==> src/rtl/dmem_arbiter_pkg.sv <==
// Shared codes and types for the data-memory arbiter.
// Holds the memory access-kind codes (load/store selects, write-enable level),
// the arbiter FSM states and port ids, the latched-request struct and a helper
// that maps an access kind to its size in bytes.
package dmem_arbiter_pkg;

  // Load kinds understood by the data memory.
  localparam logic [2:0] LOAD_SEL_B    = 3'd0;
  localparam logic [2:0] LOAD_SEL_BU   = 3'd1;
  localparam logic [2:0] LOAD_SEL_H    = 3'd2;
  localparam logic [2:0] LOAD_SEL_HU   = 3'd3;
  localparam logic [2:0] LOAD_SEL_W    = 3'd4;
  // Not a load kind; the memory returns 0 for it.
  localparam logic [2:0] LOAD_SEL_NONE = 3'd7;

  // Store kinds understood by the data memory.
  localparam logic [1:0] STORE_SEL_B = 2'd0;
  localparam logic [1:0] STORE_SEL_H = 2'd1;
  localparam logic [1:0] STORE_SEL_W = 2'd2;

  // Level of wr_en that commits a store.
  localparam logic MEM_WRITE = 1'b1;

  typedef enum logic {
    ARB_ST_IDLE,
    ARB_ST_ACCESS
  } arb_state_e;

  typedef enum logic {
    ARB_PORT_CORE,
    ARB_PORT_DMA
  } arb_port_e;

  typedef struct packed {
    logic        we;
    logic [31:0] addr;
    logic [31:0] wdata;
    logic [2:0]  load_sel;
    logic [1:0]  store_sel;
  } arb_req_t;

  // Access size in bytes (1/2/4); 0 marks an invalid select code.
  function automatic logic [2:0] access_size(input logic       we,
                                             input logic [2:0] load_sel,
                                             input logic [1:0] store_sel);
    logic [2:0] size;
    size = 3'd0;
    if (we) begin
      case (store_sel)
        STORE_SEL_B: size = 3'd1;
        STORE_SEL_H: size = 3'd2;
        STORE_SEL_W: size = 3'd4;
        default:     size = 3'd0;
      endcase
    end else begin
      case (load_sel)
        LOAD_SEL_B, LOAD_SEL_BU: size = 3'd1;
        LOAD_SEL_H, LOAD_SEL_HU: size = 3'd2;
        LOAD_SEL_W:              size = 3'd4;
        default:                 size = 3'd0;
      endcase
    end
    return size;
  endfunction

endpackage

==> src/rtl/dmem_arbiter_if.sv <==
// Request/acknowledge bundle for one requester of the data-memory arbiter.
// master: the requester (drives req and operands, receives gnt/ack/err/rdata).
// slave:  the arbiter side.
//   req       access request, held with stable operands until gnt
//   we        1 = store, 0 = load
//   addr      byte address
//   wdata     store data
//   load_sel  load kind
//   store_sel store kind
//   gnt       combinational accept
//   ack       registered one-cycle completion pulse
//   err       valid with ack, 1 = access rejected
//   rdata     load result, updated on ack
interface dmem_arbiter_if;
  logic        req;
  logic        we;
  logic [31:0] addr;
  logic [31:0] wdata;
  logic [2:0]  load_sel;
  logic [1:0]  store_sel;
  logic        gnt;
  logic        ack;
  logic        err;
  logic [31:0] rdata;

  modport master (
    output req, we, addr, wdata, load_sel, store_sel,
    input  gnt, ack, err, rdata
  );

  modport slave (
    input  req, we, addr, wdata, load_sel, store_sel,
    output gnt, ack, err, rdata
  );
endinterface

==> src/rtl/dmem_req_check.sv <==
// Combinational legality check for one memory access.
// Flags invalid select codes, misaligned halfword/word accesses and accesses
// that would run past the end of a MEM_NBYTE-byte memory.
//   i_we        1 = store, 0 = load
//   i_addr      byte address
//   i_load_sel  load kind
//   i_store_sel store kind
//   o_err       1 = access must be rejected
module dmem_req_check
  import dmem_arbiter_pkg::*;
#(
  parameter int unsigned MEM_NBYTE = 1024
) (
  input  logic        i_we,
  input  logic [31:0] i_addr,
  input  logic [2:0]  i_load_sel,
  input  logic [1:0]  i_store_sel,
  output logic        o_err
);

  localparam logic [31:0] NByte = MEM_NBYTE;

  logic [2:0] w_size;
  logic       w_sel_bad;
  logic       w_misalign;
  logic       w_oor;

  assign w_size     = access_size(i_we, i_load_sel, i_store_sel);
  assign w_sel_bad  = (w_size == 3'd0);
  assign w_misalign = ((w_size == 3'd2) && i_addr[0]) ||
                      ((w_size == 3'd4) && (i_addr[1:0] != 2'b00));
  // Unsigned compare, so addresses near 2^32 are rejected rather than wrapping.
  assign w_oor      = (i_addr > (NByte - {29'd0, w_size}));
  assign o_err      = w_sel_bad || w_misalign || w_oor;

endmodule

==> src/rtl/dmem_arbiter.sv <==
// Two-port arbiter in front of the single-port byte-addressed data memory.
// Shares the memory between the core LSU (c) and a debug/DMA master (d),
// arbitrating round-robin (RR_EN=1) or core-first (RR_EN=0). Each access takes
// an IDLE (grant) cycle and an ACCESS (memory) cycle; completion is reported
// one cycle later through registered ack/err/rdata on the granted port.
//   clk, rst_n    clock, asynchronous active-low reset
//   c, d          requester bundles (slave side)
//   m_addr        memory byte address
//   m_dataW       memory store data
//   m_load_sel    memory load kind (invalid code outside loads)
//   m_store_sel   memory store kind
//   m_wr_en       memory write enable, MEM_WRITE commits
//   m_dataR       memory read data (combinational)
//   busy          1 while in ACCESS
module dmem_arbiter
  import dmem_arbiter_pkg::*;
#(
  parameter int unsigned MEM_NBYTE = 1024,
  parameter bit          RR_EN     = 1'b1
) (
  input  logic          clk,
  input  logic          rst_n,
  dmem_arbiter_if.slave c,
  dmem_arbiter_if.slave d,
  output logic [31:0]   m_addr,
  output logic [31:0]   m_dataW,
  output logic [2:0]    m_load_sel,
  output logic [1:0]    m_store_sel,
  output logic          m_wr_en,
  input  logic [31:0]   m_dataR,
  output logic          busy
);

  arb_state_e  r_state;
  arb_port_e   r_turn;
  arb_port_e   r_port;
  arb_req_t    r_op;
  logic        r_err;
  logic        r_c_ack;
  logic        r_c_err;
  logic [31:0] r_c_rdata;
  logic        r_d_ack;
  logic        r_d_err;
  logic [31:0] r_d_rdata;

  logic        w_idle;
  logic        w_c_win;
  logic        w_d_win;
  logic        w_c_gnt;
  logic        w_d_gnt;
  logic        w_chk_err;
  logic [31:0] w_rdata;
  arb_req_t    w_c_op;
  arb_req_t    w_d_op;
  arb_req_t    w_sel_op;

  assign w_c_op = '{we: c.we, addr: c.addr, wdata: c.wdata,
                    load_sel: c.load_sel, store_sel: c.store_sel};
  assign w_d_op = '{we: d.we, addr: d.addr, wdata: d.wdata,
                    load_sel: d.load_sel, store_sel: d.store_sel};

  // rst_n gates the grant so nothing is accepted while reset is asserted.
  assign w_idle  = (r_state == ARB_ST_IDLE) && rst_n;
  assign w_c_win = c.req && (!RR_EN || !d.req || (r_turn == ARB_PORT_CORE));
  assign w_d_win = d.req && !w_c_win;
  assign w_c_gnt = w_idle && w_c_win;
  assign w_d_gnt = w_idle && w_d_win;

  assign w_sel_op = w_d_win ? w_d_op : w_c_op;

  dmem_req_check #(
    .MEM_NBYTE(MEM_NBYTE)
  ) u_check (
    .i_we       (w_sel_op.we),
    .i_addr     (w_sel_op.addr),
    .i_load_sel (w_sel_op.load_sel),
    .i_store_sel(w_sel_op.store_sel),
    .o_err      (w_chk_err)
  );

  // Stores and rejected accesses return zero read data.
  assign w_rdata = (r_err || r_op.we) ? 32'd0 : m_dataR;

  always_ff @(posedge clk or negedge rst_n) begin
    if (!rst_n) begin
      r_state   <= ARB_ST_IDLE;
      r_turn    <= ARB_PORT_CORE;
      r_port    <= ARB_PORT_CORE;
      r_op      <= '0;
      r_err     <= 1'b0;
      r_c_ack   <= 1'b0;
      r_c_err   <= 1'b0;
      r_c_rdata <= 32'd0;
      r_d_ack   <= 1'b0;
      r_d_err   <= 1'b0;
      r_d_rdata <= 32'd0;
    end else begin
      r_c_ack <= 1'b0;
      r_d_ack <= 1'b0;
      case (r_state)
        ARB_ST_IDLE: begin
          if (w_c_gnt || w_d_gnt) begin
            r_state <= ARB_ST_ACCESS;
            r_op    <= w_sel_op;
            r_err   <= w_chk_err;
            r_port  <= w_d_gnt ? ARB_PORT_DMA : ARB_PORT_CORE;
            r_turn  <= w_d_gnt ? ARB_PORT_CORE : ARB_PORT_DMA;
          end
        end
        ARB_ST_ACCESS: begin
          r_state <= ARB_ST_IDLE;
          if (r_port == ARB_PORT_CORE) begin
            r_c_ack   <= 1'b1;
            r_c_err   <= r_err;
            r_c_rdata <= w_rdata;
          end else begin
            r_d_ack   <= 1'b1;
            r_d_err   <= r_err;
            r_d_rdata <= w_rdata;
          end
        end
      endcase
    end
  end

  always_comb begin
    m_addr      = 32'd0;
    m_dataW     = 32'd0;
    m_load_sel  = LOAD_SEL_NONE;
    m_store_sel = 2'd0;
    m_wr_en     = ~MEM_WRITE;
    if (r_state == ARB_ST_ACCESS) begin
      m_addr      = r_op.addr;
      m_dataW     = r_op.wdata;
      m_store_sel = r_op.store_sel;
      if (!r_err) begin
        if (r_op.we) begin
          m_wr_en = MEM_WRITE;
        end else begin
          m_load_sel = r_op.load_sel;
        end
      end
    end
  end

  assign busy    = (r_state == ARB_ST_ACCESS);
  assign c.gnt   = w_c_gnt;
  assign d.gnt   = w_d_gnt;
  assign c.ack   = r_c_ack;
  assign c.err   = r_c_err;
  assign c.rdata = r_c_rdata;
  assign d.ack   = r_d_ack;
  assign d.err   = r_d_err;
  assign d.rdata = r_d_rdata;

endmodule

==> src/flat_wrapper.sv <==
// flat-port wrapper written by rule: the top's interface ports become plain ports
module dmem_arbiter_flat import dmem_arbiter_pkg::*;
#(
  parameter int unsigned MEM_NBYTE = 1024,
  parameter bit          RR_EN     = 1'b1
)
  (clk, rst_n, m_addr, m_dataW, m_load_sel, m_store_sel, m_wr_en, m_dataR, busy, c_req, c_we, c_addr, c_wdata, c_load_sel, c_store_sel, c_gnt, c_ack, c_err, c_rdata, d_req, d_we, d_addr, d_wdata, d_load_sel, d_store_sel, d_gnt, d_ack, d_err, d_rdata);
  dmem_arbiter_if c_i ();
  dmem_arbiter_if d_i ();
  input  logic clk;
  input  logic rst_n;
  output logic [31:0] m_addr;
  output logic [31:0] m_dataW;
  output logic [2:0] m_load_sel;
  output logic [1:0] m_store_sel;
  output logic m_wr_en;
  input  logic [31:0] m_dataR;
  output logic busy;
  input wire logic [$bits(c_i.req)-1:0] c_req;
  input wire logic [$bits(c_i.we)-1:0] c_we;
  input wire logic [$bits(c_i.addr)-1:0] c_addr;
  input wire logic [$bits(c_i.wdata)-1:0] c_wdata;
  input wire logic [$bits(c_i.load_sel)-1:0] c_load_sel;
  input wire logic [$bits(c_i.store_sel)-1:0] c_store_sel;
  output wire logic [$bits(c_i.gnt)-1:0] c_gnt;
  output wire logic [$bits(c_i.ack)-1:0] c_ack;
  output wire logic [$bits(c_i.err)-1:0] c_err;
  output wire logic [$bits(c_i.rdata)-1:0] c_rdata;
  input wire logic [$bits(d_i.req)-1:0] d_req;
  input wire logic [$bits(d_i.we)-1:0] d_we;
  input wire logic [$bits(d_i.addr)-1:0] d_addr;
  input wire logic [$bits(d_i.wdata)-1:0] d_wdata;
  input wire logic [$bits(d_i.load_sel)-1:0] d_load_sel;
  input wire logic [$bits(d_i.store_sel)-1:0] d_store_sel;
  output wire logic [$bits(d_i.gnt)-1:0] d_gnt;
  output wire logic [$bits(d_i.ack)-1:0] d_ack;
  output wire logic [$bits(d_i.err)-1:0] d_err;
  output wire logic [$bits(d_i.rdata)-1:0] d_rdata;
  assign c_i.req = c_req;
  assign c_i.we = c_we;
  assign c_i.addr = c_addr;
  assign c_i.wdata = c_wdata;
  assign c_i.load_sel = c_load_sel;
  assign c_i.store_sel = c_store_sel;
  assign c_gnt = c_i.gnt;
  assign c_ack = c_i.ack;
  assign c_err = c_i.err;
  assign c_rdata = c_i.rdata;
  assign d_i.req = d_req;
  assign d_i.we = d_we;
  assign d_i.addr = d_addr;
  assign d_i.wdata = d_wdata;
  assign d_i.load_sel = d_load_sel;
  assign d_i.store_sel = d_store_sel;
  assign d_gnt = d_i.gnt;
  assign d_ack = d_i.ack;
  assign d_err = d_i.err;
  assign d_rdata = d_i.rdata;
  dmem_arbiter #(.MEM_NBYTE(MEM_NBYTE), .RR_EN(RR_EN)) u_core (.clk(clk), .rst_n(rst_n), .c(c_i), .d(d_i), .m_addr(m_addr), .m_dataW(m_dataW), .m_load_sel(m_load_sel), .m_store_sel(m_store_sel), .m_wr_en(m_wr_en), .m_dataR(m_dataR), .busy(busy));
endmodule
==> config.mk <==
export PLATFORM = sky130hd
export DESIGN_NAME = dmem_arbiter_flat
export DESIGN_NICKNAME = d
export VERILOG_FILES = /design/src/rtl/dmem_arbiter_pkg.sv /design/src/rtl/dmem_arbiter_if.sv /design/src/rtl/dmem_req_check.sv /design/src/rtl/dmem_arbiter.sv /design/src/flat_wrapper.sv
export SDC_FILE = /design/constraint.sdc
export NUM_CORES = 1
export LEC_CHECK = 0
export ABC_AREA = 1
export BUFFER_PORTS_ARGS = -buffer_cell sky130_fd_sc_hd__buf_4
export CAP_MARGIN = 20
export CELL_PAD_IN_SITES_DETAIL_PLACEMENT = 0
export CELL_PAD_IN_SITES_GLOBAL_PLACEMENT = 1
export CORE_ASPECT_RATIO = 1.4
export CORE_MARGIN = 4
export CORE_UTILIZATION = 36
export DETAILED_ROUTE_END_ITERATION = 10
export PLACE_DENSITY_LB_ADDON = 0.1
export SLEW_MARGIN = 20
export SYNTH_ARGS = -nofsm -noshare
export SYNTH_HDL_FRONTEND = slang
export SYNTH_SLANG_ARGS = --single-unit
==> constraint.sdc <==
create_clock -name clk -period 5.9 [get_ports clk]
set_input_delay 0.295 -clock clk [delete_from_list [all_inputs] [get_ports clk]]
set_output_delay 0.295 -clock clk [all_outputs]
set_load 0.02 [all_outputs]
==> impl_metrics.yaml, run 1 <==
outcome:
  status: "complete, no violations"
logic_synthesis:
  synthCells: 915
  async_flop_share: 1.00
  synth_ff_type: "dfrtp_1"
  synth.avg_cell_area_sq_um: 7.75
  yosysSeqAreaShare: 0.501
  synth_edf_count: 0
  syn_nets: 1103
  netlist-cell-type-count: 38
  synth_warnings: 0
  syn_area_sq_mm: 0.00710
  ys_seq_elements: 142
clock_tree:
  clkLatencyLatePin_ps: 430
  cts-root-buf: "clkbuf_16"
  cts_tree: "built"
  clockBufferDepth: 2
  clock-sinks: 142
  cts_resized: 0
  cts.htree.levels: 4
  clk_pin_slew_ps: 70
  cts_buffers: 17
worst_setup_path:
  cp_data_required_time_ps: 6170
  cpPeakStageDelay_ps: 760
  start_kind: "flip-flop"
  crit_chain: "o21ai_4 > buf_4 > nor3_2 > nor2_4 > inv_2 > buf_4 > nor2_1 > a31oi_1"
  critPathSlowestCell: "nor2_4"
  crit_buf_inv: 3
  r2r_cells: 8
  crit_type: "flip-flop to flip-flop"
  critPathArrivalTime_ps: 3700
  endpoint_kind: "flip-flop"
  r2r_slack_ps: 2470
  critPathMaxFanout: 85
  path_delay_family: "buffers and inverters"
  r2r_start: "u_core.r_turn"
  critPathMostFrequentCell: "buf_4"
  startpoint: "u_core.r_turn"
  worst-path-stages: 8
  r2r-end: "u_core.r_op[28]"
  endpoint: "u_core.r_op[28]"
pwr:
  switching_share: 0.355
  power_frac_seq: 0.381
  p_sw_w: 0.00122
  power.share.clock: 0.312
  combPwrFrac: 0.307
  power.density_mw_per_mm2: 337
  ir_drop_v: 0.000188
  total_leakage_power_nw: 5.64
  p_int_w: 0.00222
layout:
  layout_common_cells: "333 x nand2_1, 322 x buf_4, 141 x dfrtp_1"
  nets: 1392
  layout_commonest_cell: "nand2_1"
  syn2layout_area_growth_pct: 43.8
  fin_area_sq_mm: 0.0102
  drive_above_1_share: 0.314
  num_antenna_cells: 0
  utilization: 0.529
floorplanning:
  dieArea_sq_mm: 0.0221
  die_h_um: 174
  start_util: 0.368
  dieWidth_um: 127
  fp-row-count: 60
  core_sq_mm: 0.0193
  io_pins: 317
drt:
  route.met2.wl_mm: 11.2
  wl_met1_mm: 9.41
  finalWirelength_mm: 22.8
  top_layer_used: "met4"
  via_count: 6875
  drtAntennaViolNets: 0
  drc: 0
  met3_length_mm: 1.57
  drt-initial-drc-count: 334
  wire_per_inst_um: 15.5
  drt-pass1-iter-count: 7
  via_per_inst: 4.69
grt:
  grt_usage: 0.203
  grt_pass1_wl_mm: 35.6
  grt_max_degree: 86
  overflow: 0
  grt_antenna_before_repair: 0
  first_global_vias: 6747
sta:
  rsz0062_at_grt: "false"
  tightestPinTransition_ps: 936
  max_freq_mhz: 291
  fin_setup_tns_ps: 0
  finClkSkew_ps: 8.88
  drv_slew: 0
  period_share: 0.582
  setup_violations: 0
  relSlewSlack: 0.375
  holdWs_ps: 128
  min_period_ps: 3430
  hold_violations: 0
place:
  globalplace.congestion: 0.803
  port_buffers: 316
  dpl_cell_area_sq_mm: 0.00960
  dp_hpwl_mm: 16.7
hold_path:
  hp-class: "input port to flip-flop"
run:
  maxCapViolCount: 0
cells in the mapped netlist, types with 2 or more instances:
library cell / count / area (sq um)
buf_1: 2 / 7.51
nor2_2: 2 / 12.5
dfrtp_1: 142 / 3550
nor2_1: 55 / 206
nor2_4: 2 / 22.5
inv_1: 104 / 390
buf_2: 15 / 75.1
o21ai_1: 2 / 10.0
nor3_1: 3 / 15.0
nand4_1: 5 / 31.3
nand2_2: 4 / 25.0
a21oi_1: 5 / 25.0
ha_1: 12 / 150
o21ai_0: 98 / 490
nand3_2: 2 / 20.0
nand2_1: 334 / 1250
or2_2: 5 / 31.3
o21a_1: 3 / 22.5
o21ai_2: 2 / 17.5
mux2i_1: 8 / 80.1
nand3_1: 12 / 60.1
nand3b_1: 3 / 22.5
a31oi_1: 45 / 282
buf_6: 4 / 45.0
clkbuf_1: 33 / 124
layout make-up:
cell class | count | area, sq um
repair buffers | 324 | 2440
clock buffers | 18 | 439
fillers | 1945 | 9090
clock inverters | 14 | 148
flip-flops and latches | 142 | 3550
inverters | 105 | 394
multi-input cells | 614 | 2920
well taps | 248 | 310
tightest hold or removal path, cell delays in order:
cell,delay (ps)
buf_4,100
nand2_1,50
a31oi_1,70
cells by family (layout without fill, tap and decap cells):
family / Yosys count / in the layout / share of synthesized area
AND/OR/NAND/NOR: 432 / 432 / 0.247
AO/OA/AOI/OAI: 162 / 162 / 0.129
buffers and inverters: 159 / 461 / 0.0910
flip-flops: 142 / 142 / 0.501
adder cells (fa/ha/maj): 12 / 12 / 0.0212
multiplexers: 8 / 8 / 0.0113
sequential cells by signal, indices dropped and copies added (netlist names):
| signal | flops |
|---|---|
| u_core.busy | 1 |
| u_core.c.ack | 1 |
| u_core.c.err | 1 |
| u_core.c.rdata | 32 |
| u_core.d.ack | 1 |
| u_core.d.err | 1 |
| u_core.d.rdata | 32 |
| u_core.r_err | 1 |
| u_core.r_op | 70 |
| u_core.r_port | 1 |
| u_core.r_turn | 1 |
layer usage:
metal | track usage | vias up
li1 | - | 3471
met1 | 0.249 | 3134
met2 | 0.345 | 234
met3 | 0.0495 | 36
met4 | 0.0720 | 0
met5 | 0 | -
per-stage QoR:
| step | worst slack, ps | cells | power (W) |
|---|---|---|---|
| 2_1_floorplan | 3450 | 915 | 0.00195 |
| 3_3_place_gp | 2490 | 1432 | 0.00238 |
| 3_5_place_dp | 2430 | 1432 | 0.00240 |
| 4_1_cts | 2410 | 1465 | 0.00349 |
| 5_1_grt | 2090 | 1465 | 0.00366 |
| 6_report | 2470 | 1465 | 0.00344 |
timing repair:
action,4_1_cts,5_1_grt
hold buffers,1,0
endpoints found under the hold margin,77,0
buffers inserted,0,0
power groups by stage:
stage,Sequential [W],Clock [W],Combinational (W)
final,0.00131,0.00107,0.00105
after floorplan,0.00132,0,0.000636
after global routing,0.00134,0.00113,0.00118
after CTS,0.00131,0.00110,0.00107
after detailed placement,0.00133,0,0.00107
after global placement,0.00132,0,0.00106
worst min-delay path by stage:
stage                     start                end  slack, ps  cells after the start
CTS                  c_wdata[3]     u_core.r_op[8]        110                      3
floorplan                 rst_n        u_core.busy       -0.6                      0
global placement          rst_n  u_core.d.rdata[0]        400                      1
global route        c_wdata[24]    u_core.r_op[29]        130                      3
finish               c_wdata[3]     u_core.r_op[8]        130                      3
detailed placement        rst_n  u_core.d.rdata[0]        390                      1
Power figures use the tool's default switching activity.
==> run 2, diff against run 1 <==
--- a/config.mk
+++ b/config.mk
@@ -12,7 +12,7 @@
 export CELL_PAD_IN_SITES_GLOBAL_PLACEMENT = 1
 export CORE_ASPECT_RATIO = 1.4
 export CORE_MARGIN = 4
-export CORE_UTILIZATION = 36
+export CORE_UTILIZATION = 30
 export DETAILED_ROUTE_END_ITERATION = 10
 export PLACE_DENSITY_LB_ADDON = 0.1
 export SLEW_MARGIN = 20
==> constraint.sdc (replaced) <==
create_clock -name clk -period 2.9 [get_ports clk]
set_input_delay 0.145 -clock clk [delete_from_list [all_inputs] [get_ports clk]]
set_output_delay 0.145 -clock clk [all_outputs]
set_load 0.02 [all_outputs]
==> run 2 against run 1 <==
  * Register-to-register slack got worse by 2200 ps
  * Routed wire length grew 9.6%
  * Combinational power is 150% higher
  * Worst setup slack worse by 2200 ps
  * Worst hold slack worse by 100 ps
  * Largest power group unchanged
  * Clock power is 110% higher
  * First-iteration DRC count decreased by 11%
  * Final area increased by 12%
  * Largest cell class unchanged
==> impl_metrics.yaml, run 2 (same netlist as run 1, synthesis figures left out) <==
sta:
  hold_violations: 0
  drv_slew: 0
  fin_setup_tns_ps: 0
  rsz0062_at_grt: "false"
  max_freq_mhz: 377
  period_share: 0.915
  finClkSkew_ps: 7.24
  relSlewSlack: 0.471
  setup_violations: 0
  tightestPinTransition_ps: 794
  min_period_ps: 2650
layout:
  largest_reg_flops: 70
  syn2layout_area_growth_pct: 60.7
  nets: 1504
  top_register: "u_core.r_op"
  layout_common_cells: "337 x buf_4, 332 x nand2_1, 140 x dfrtp_1"
  multi_input_comb_area_sq_mm: 0.00294
  regArea_sq_mm: 0.00356
  num_antenna_cells: 0
  drive_above_1_share: 0.300
  fill_cells: 2460
  stdcell_count: 1634
  layout_commonest_cell: "buf_4"
drt:
  via_per_inst: 4.42
  drt-initial-drc-count: 297
  wire_per_inst_um: 15.3
  drtAntennaViolNets: 0
  finalWirelength_mm: 25.0
  drc: 0
  via_count: 7219
  drt-pass1-iter-count: 4
clock_tree:
  cts_buffers: 17
  clk_pin_slew_ps: 60
  cts-root-buf: "clkbuf_16"
  cts_tree: "built"
  clkLatencyLatePin_ps: 420
  cts.htree.levels: 4
  clockBufferDepth: 2
  clock-sinks: 142
floorplanning:
  dieWidth_um: 138
  io_pins: 317
  start_util: 0.305
  die_h_um: 190
  fp-row-count: 66
  core_sq_mm: 0.0233
  dieArea_sq_mm: 0.0262
grt:
  grt_antenna_before_repair: 0
  grt_pass1_wl_mm: 38.8
  grt_max_degree: 143
  grt_usage: 0.190
  overflow: 0
  first_global_vias: 7329
worst_setup_path:
  crit_type: "flip-flop to flip-flop"
  critPathMostFrequentCell: "nand2_1"
  cpPeakStageDelay_ps: 450
  critPathArrivalTime_ps: 3000
  critPathMaxFanout: 5
  cp_data_required_time_ps: 3250
  critPathSlowestCell: "dfrtp_2"
  endpoint_kind: "flip-flop"
  crit_chain: "inv_2 > a21boi_4 > buf_4 > nand2_1 > nand2_1 > nand3_1 > nand2_2 > nor2_4 > ha_4 > inv_1 > ha_1 > inv_1 > nor2_1 > and3_1 > nand3_2 > nor2_2 > nand2_1 > nand3_1 > nand2_1 > a21oi_2"
  start_kind: "flip-flop"
pwr:
  total_leakage_power_nw: 6.11
  ir_drop_v: 0.000412
  power.density_mw_per_mm2: 658
  p_total_w: 0.00750
place:
  dp.cells: 1499
  dp_hpwl_mm: 17.8
  globalplace.congestion: 0.783
  port_buffers: 316
hold_path:
  hp-class: "input port to flip-flop"
run:
  maxCapViolCount: 0
outcome:
  status: "complete, no violations"
## run 2: cell count changes in the layout (fill, tap and decap cells not counted), sizes merged
cell / delta
clkinv: -1
clkbuf: +7
clkinvlp: -2
buf: +18
dlygate4sd3: +93
o21ai: +1
bufinv: +2
inv: -7
## run 2: per-layer routing
layer	routed length (um)	track usage	up-vias
met4	453	0.0586	0
met1	10100	0.227	3286
met2	12600	0.329	228
li1	-	-	3679
met3	1840	0.0537	26
met5	0	0	-
## run 2: final timing paths
| path | startpoint | endpoint | slack [ps] | depth (start not counted) |
|---|---|---|---|---|
| worst max-delay path | u_core.r_turn | u_core.r_err | 250 | 20 |
| worst min-delay path | m_dataR[25] | u_core.d.rdata[25] | 20 | 3 |
| worst max register to register | u_core.r_turn | u_core.r_err | 250 | 20 |
| worst min register to register | u_core.r_op[2] | u_core.r_op[2] | 480 | 2 |
| max in group asynchronous | rst_n | u_core.r_op[23] | 1870 | 3 |
| min in group asynchronous | rst_n | u_core.d.rdata[1] | 460 | 3 |
## run 2: metrics by stage
step | cell area (sq um) | utilization | hold WS (ps) | worst slack (ps)
after CTS | 11300 | 0.485 | 0.323 | 48.1
final | 11400 | 0.490 | 24.8 | 248
after floorplan | 7100 | - | -151 | 452
after global placement | 9770 | 0.420 | 385 | 171
after detailed placement | 9770 | 0.420 | 383 | 79.2
after global routing | 11400 | 0.490 | 7.28 | 3.15
## run 2: area by class of cell
class	count	share of cell area
Tap cell	306	0.0336
Clock inverter	6	0.00944
Sequential cell	142	0.312
Multi-Input combinational cell	615	0.258
Clock buffer	25	0.0426
Timing Repair Buffer	435	0.310
Inverter	105	0.0346
## run 2: where the power goes
part,internal (W),switching [W],leakage [nW]
logic,0.00122,0.00139,4.03
clock network,0.00142,0.000817,0.287
registers,0.00242,0.000240,1.79
total,0.00505,0.00245,6.11
## run 2: timing repair
action	4_1_cts	5_1_grt
hold buffers	94	0
setup endpoints to repair	0	1
setup buffers	0	9
resized for setup	0	6
endpoints found under the hold margin	199	0
## run 2: critical path, delay by kind of cell, from the launching register on
family                   cells  cell delay, ps
adder cells (fa/ha/maj)      2             440
buffers and inverters        4             350
flip-flops                   1             450
AND/OR/NAND/NOR             12            1140
AO/OA/AOI/OAI                2             190
==> run 3, diff against run 2 <==
--- a/config.mk
+++ b/config.mk
@@ -5,7 +5,6 @@
 export SDC_FILE = /design/constraint.sdc
 export NUM_CORES = 1
 export LEC_CHECK = 0
-export ABC_AREA = 1
 export BUFFER_PORTS_ARGS = -buffer_cell sky130_fd_sc_hd__buf_4
 export CAP_MARGIN = 20
 export CELL_PAD_IN_SITES_DETAIL_PLACEMENT = 0
==> run 3 against run 2 <==
  * The run now ends with setup timing left
  * Non-clock buffer count up 48
  * Routed wire length up 2.7%
  * Area after synthesis down 1.8%
  * Total power down 18%
  * Register-to-register slack worse by 460 ps
  * Cell count down 3.7%
  * Global-route usage up 0.62 points
  * Die area down 1.7%
  * First-iteration DRC count down 15%
  * Final area up 3.3%
  * Clock power down 6%
  * Critical endpoint unchanged
  * Largest cell class is now buffers
  * Largest power group unchanged
  * Highest routed layer unchanged
==> impl_metrics.yaml, run 3 <==
grt:
  overflow: 0
  first_global_vias: 7455
  grt_max_degree: 73
  busiest_layer: "met2"
  grt_pass1_wl_mm: 39.6
  grt_antenna_before_repair: 3
  met2_usage: 0.347
  grt_util_met3: 0.0518
  grt_usage: 0.196
  grt_use_met1: 0.221
logic_synthesis:
  synthTopCellsByCount: "238 x nand2_1, 142 x dfrtp_1, 74 x o21ai_0"
  synth_compound_area_frac: 0.129
  async_flop_share: 1.00
  yosysMostFrequentCell: "nand2_1"
  synthMuxAreaShare: 0.0303
  netlist-cell-type-count: 45
  synth_top_family_by_area: "simple AND/OR/NAND/NOR gates"
  synthCells: 809
  synthSimpleGateAreaFrac: 0.262
  synth_ff_type: "dfrtp_1"
  ys_seq_elements: 142
  synthTopCellsByArea: "dfrtp_1 51%, nand2_1 13%, and2_1 5.9%, o21ai_0 5.3%, a31oi_1 5.2%"
  synth-xor-area-share: 0.00377
  netlist.area_leader.share: 0.510
  synth_edf_count: 0
  syn_nets: 997
  synth_top_cell_by_area: "dfrtp_1"
  synth_warnings: 0
  synthAdderAreaFrac: 0.0215
  syn_area_sq_mm: 0.00697
  yosysSeqAreaShare: 0.510
  synth.avg_cell_area_sq_um: 8.61
place:
  dp.cells: 1402
  dp_hpwl_mm: 18.0
  dpl_cell_area_sq_mm: 0.00980
  port_buffers: 316
  globalplace.congestion: 0.819
pwr:
  total_leakage_power_nw: 5.56
  p_total_w: 0.00616
  ir_drop_v: 0.000393
  power.density_mw_per_mm2: 523
floorplanning:
  dieArea_sq_mm: 0.0258
  core_sq_mm: 0.0227
  die_h_um: 188
  dieWidth_um: 137
  start_util: 0.307
  fp-row-count: 65
  io_pins: 317
layout:
  nets: 1444
  regArea_sq_mm: 0.00355
  largest_reg_flops: 70
  syn2layout_area_growth_pct: 68.9
  utilization: 0.519
  multi_input_comb_area_sq_mm: 0.00325
  top_register: "u_core.r_op"
  stdcell_count: 1573
  fill_cells: 2260
  drive_above_1_share: 0.335
  layout_common_cells: "347 x buf_4, 235 x nand2_1, 141 x dfrtp_1"
  fin_area_sq_mm: 0.0118
  layout_commonest_cell: "buf_4"
sta:
  min_period_ps: 3120
  finClkSkew_ps: 14.9
  setup_slack_ps: -215
  relSlewSlack: 0.394
  tightestPinTransition_ps: 910
  drv_slew: 0
  max_freq_mhz: 321
  rsz0062_at_grt: "true"
  period_share: 1.07
  hold_violations: 0
  holdWs_ps: 3.63
  setup_violations: 1
outcome:
  status: "finished with violations"
  violations: "setup timing"
worst_setup_path:
  cp_data_required_time_ps: 3200
  crit_type: "flip-flop to flip-flop"
  critPathArrivalTime_ps: 3420
  critPathMaxFanout: 4
  endpoint_kind: "flip-flop"
  start_kind: "flip-flop"
clock_tree:
  clock-sinks: 142
  cts_buffers: 17
  clkLatencyLatePin_ps: 430
  clk_pin_slew_ps: 70
  cts.htree.levels: 4
  cts-root-buf: "clkbuf_16"
  cts_tree: "built"
  clockBufferDepth: 2
drt:
  drc: 0
  drtAntennaViolNets: 0
  via_count: 7244
  finalWirelength_mm: 25.6
  wire_per_inst_um: 16.3
  drt-pass1-iter-count: 5
  via_per_inst: 4.61
  drt-initial-drc-count: 251
run:
  maxCapViolCount: 0
hold_path:
  hp-class: "input port to flip-flop"
==> run 3: changes by cell type after synthesis, sizes merged, moves of 8 or more <==
cell,delta
nor2,+9
nand2,-99
mux2,+14
clkbuf,+8
nand3,-9
a31oi,+13
o21ai,-27
nor4,+8
and2,+66
inv,-92
==> run 3: final timing paths <==
| path | end | slack, ps | startpoint | cells past startpoint |
|---|---|---|---|---|
| setup / recovery | u_core.r_err | -220 | u_core.r_turn | 15 |
| hold / removal | u_core.c.rdata[14] | 4 | m_dataR[14] | 3 |
| setup reg to reg | u_core.r_err | -220 | u_core.r_turn | 15 |
| hold reg to reg | u_core.c.rdata[7] | 480 | u_core.c.rdata[7] | 2 |
| max in group asynchronous | u_core.r_turn | 1720 | rst_n | 3 |
| min in group asynchronous | u_core.c.rdata[21] | 490 | rst_n | 3 |
==> run 3: cells by family after synthesis <==
| kind of cell | after synthesis |
|---|---|
| simple gates | 408 |
| compound gates | 157 |
| flops | 142 |
| buf+inv | 68 |
| mux | 19 |
| fa+ha+maj | 12 |
| xor+xnor | 3 |
==> run 3: critical path, stage by stage (launching register included) <==
cell and delay, ps:
dfrtp_1 350, and2b_2 250, nor2_4 170, mux2i_4 290, nor3b_2 70, a31oi_1 190
inv_1 110, nor2_4 120, ha_4 180, ha_1 130, and3_4 180, nand3_2 60
or2_4 230, or4_4 510, nand3_2 80, a21oi_1 60
==> run 3: what timing repair did <==
action,4_1_cts,5_1_grt
pin swaps,7,4
hold buffers,132,0
hold endpoints to repair,169,0
gates resized for setup,8,2
setup buffers,3,1
setup endpoints to repair,1,1
cloned,0,0
==> run 3: area by class of cell <==
class / count / share of cell area
Inverter: 13 / 0.00414
Sequential cell: 142 / 0.302
Clock inverter: 14 / 0.0103
Multi-Input combinational cell: 599 / 0.276
Antenna cell: 3 / 0.000638
Tap cell: 301 / 0.0320
Clock buffer: 18 / 0.0365
Timing Repair Buffer: 483 / 0.339
==> run 3: stage by stage <==
stage          worst slack, ps  setup TNS [ps]
3_3_place_gp              -211            -211
6_report                  -215            -215
3_5_place_dp              -288            -288
4_1_cts                   -219            -219
2_1_floorplan             -225            -225
5_1_grt                   -374            -374
==> run 3: routing by layer <==
layer | vias up | part of all wire
met5 | - | 0
met4 | 0 | 0.027
met3 | 41 | 0.068
met2 | 221 | 0.52
met1 | 3381 | 0.39
li1 | 3601 | -
==> run 3: power by group <==
| part | internal [W] | switching [W] | total (W) |
|---|---|---|---|
| Clock | 0.00112 | 0.000965 | 0.00209 |
| Combinational | 0.000920 | 0.000842 | 0.00176 |
| Sequential | 0.00220 | 0.000109 | 0.00231 |
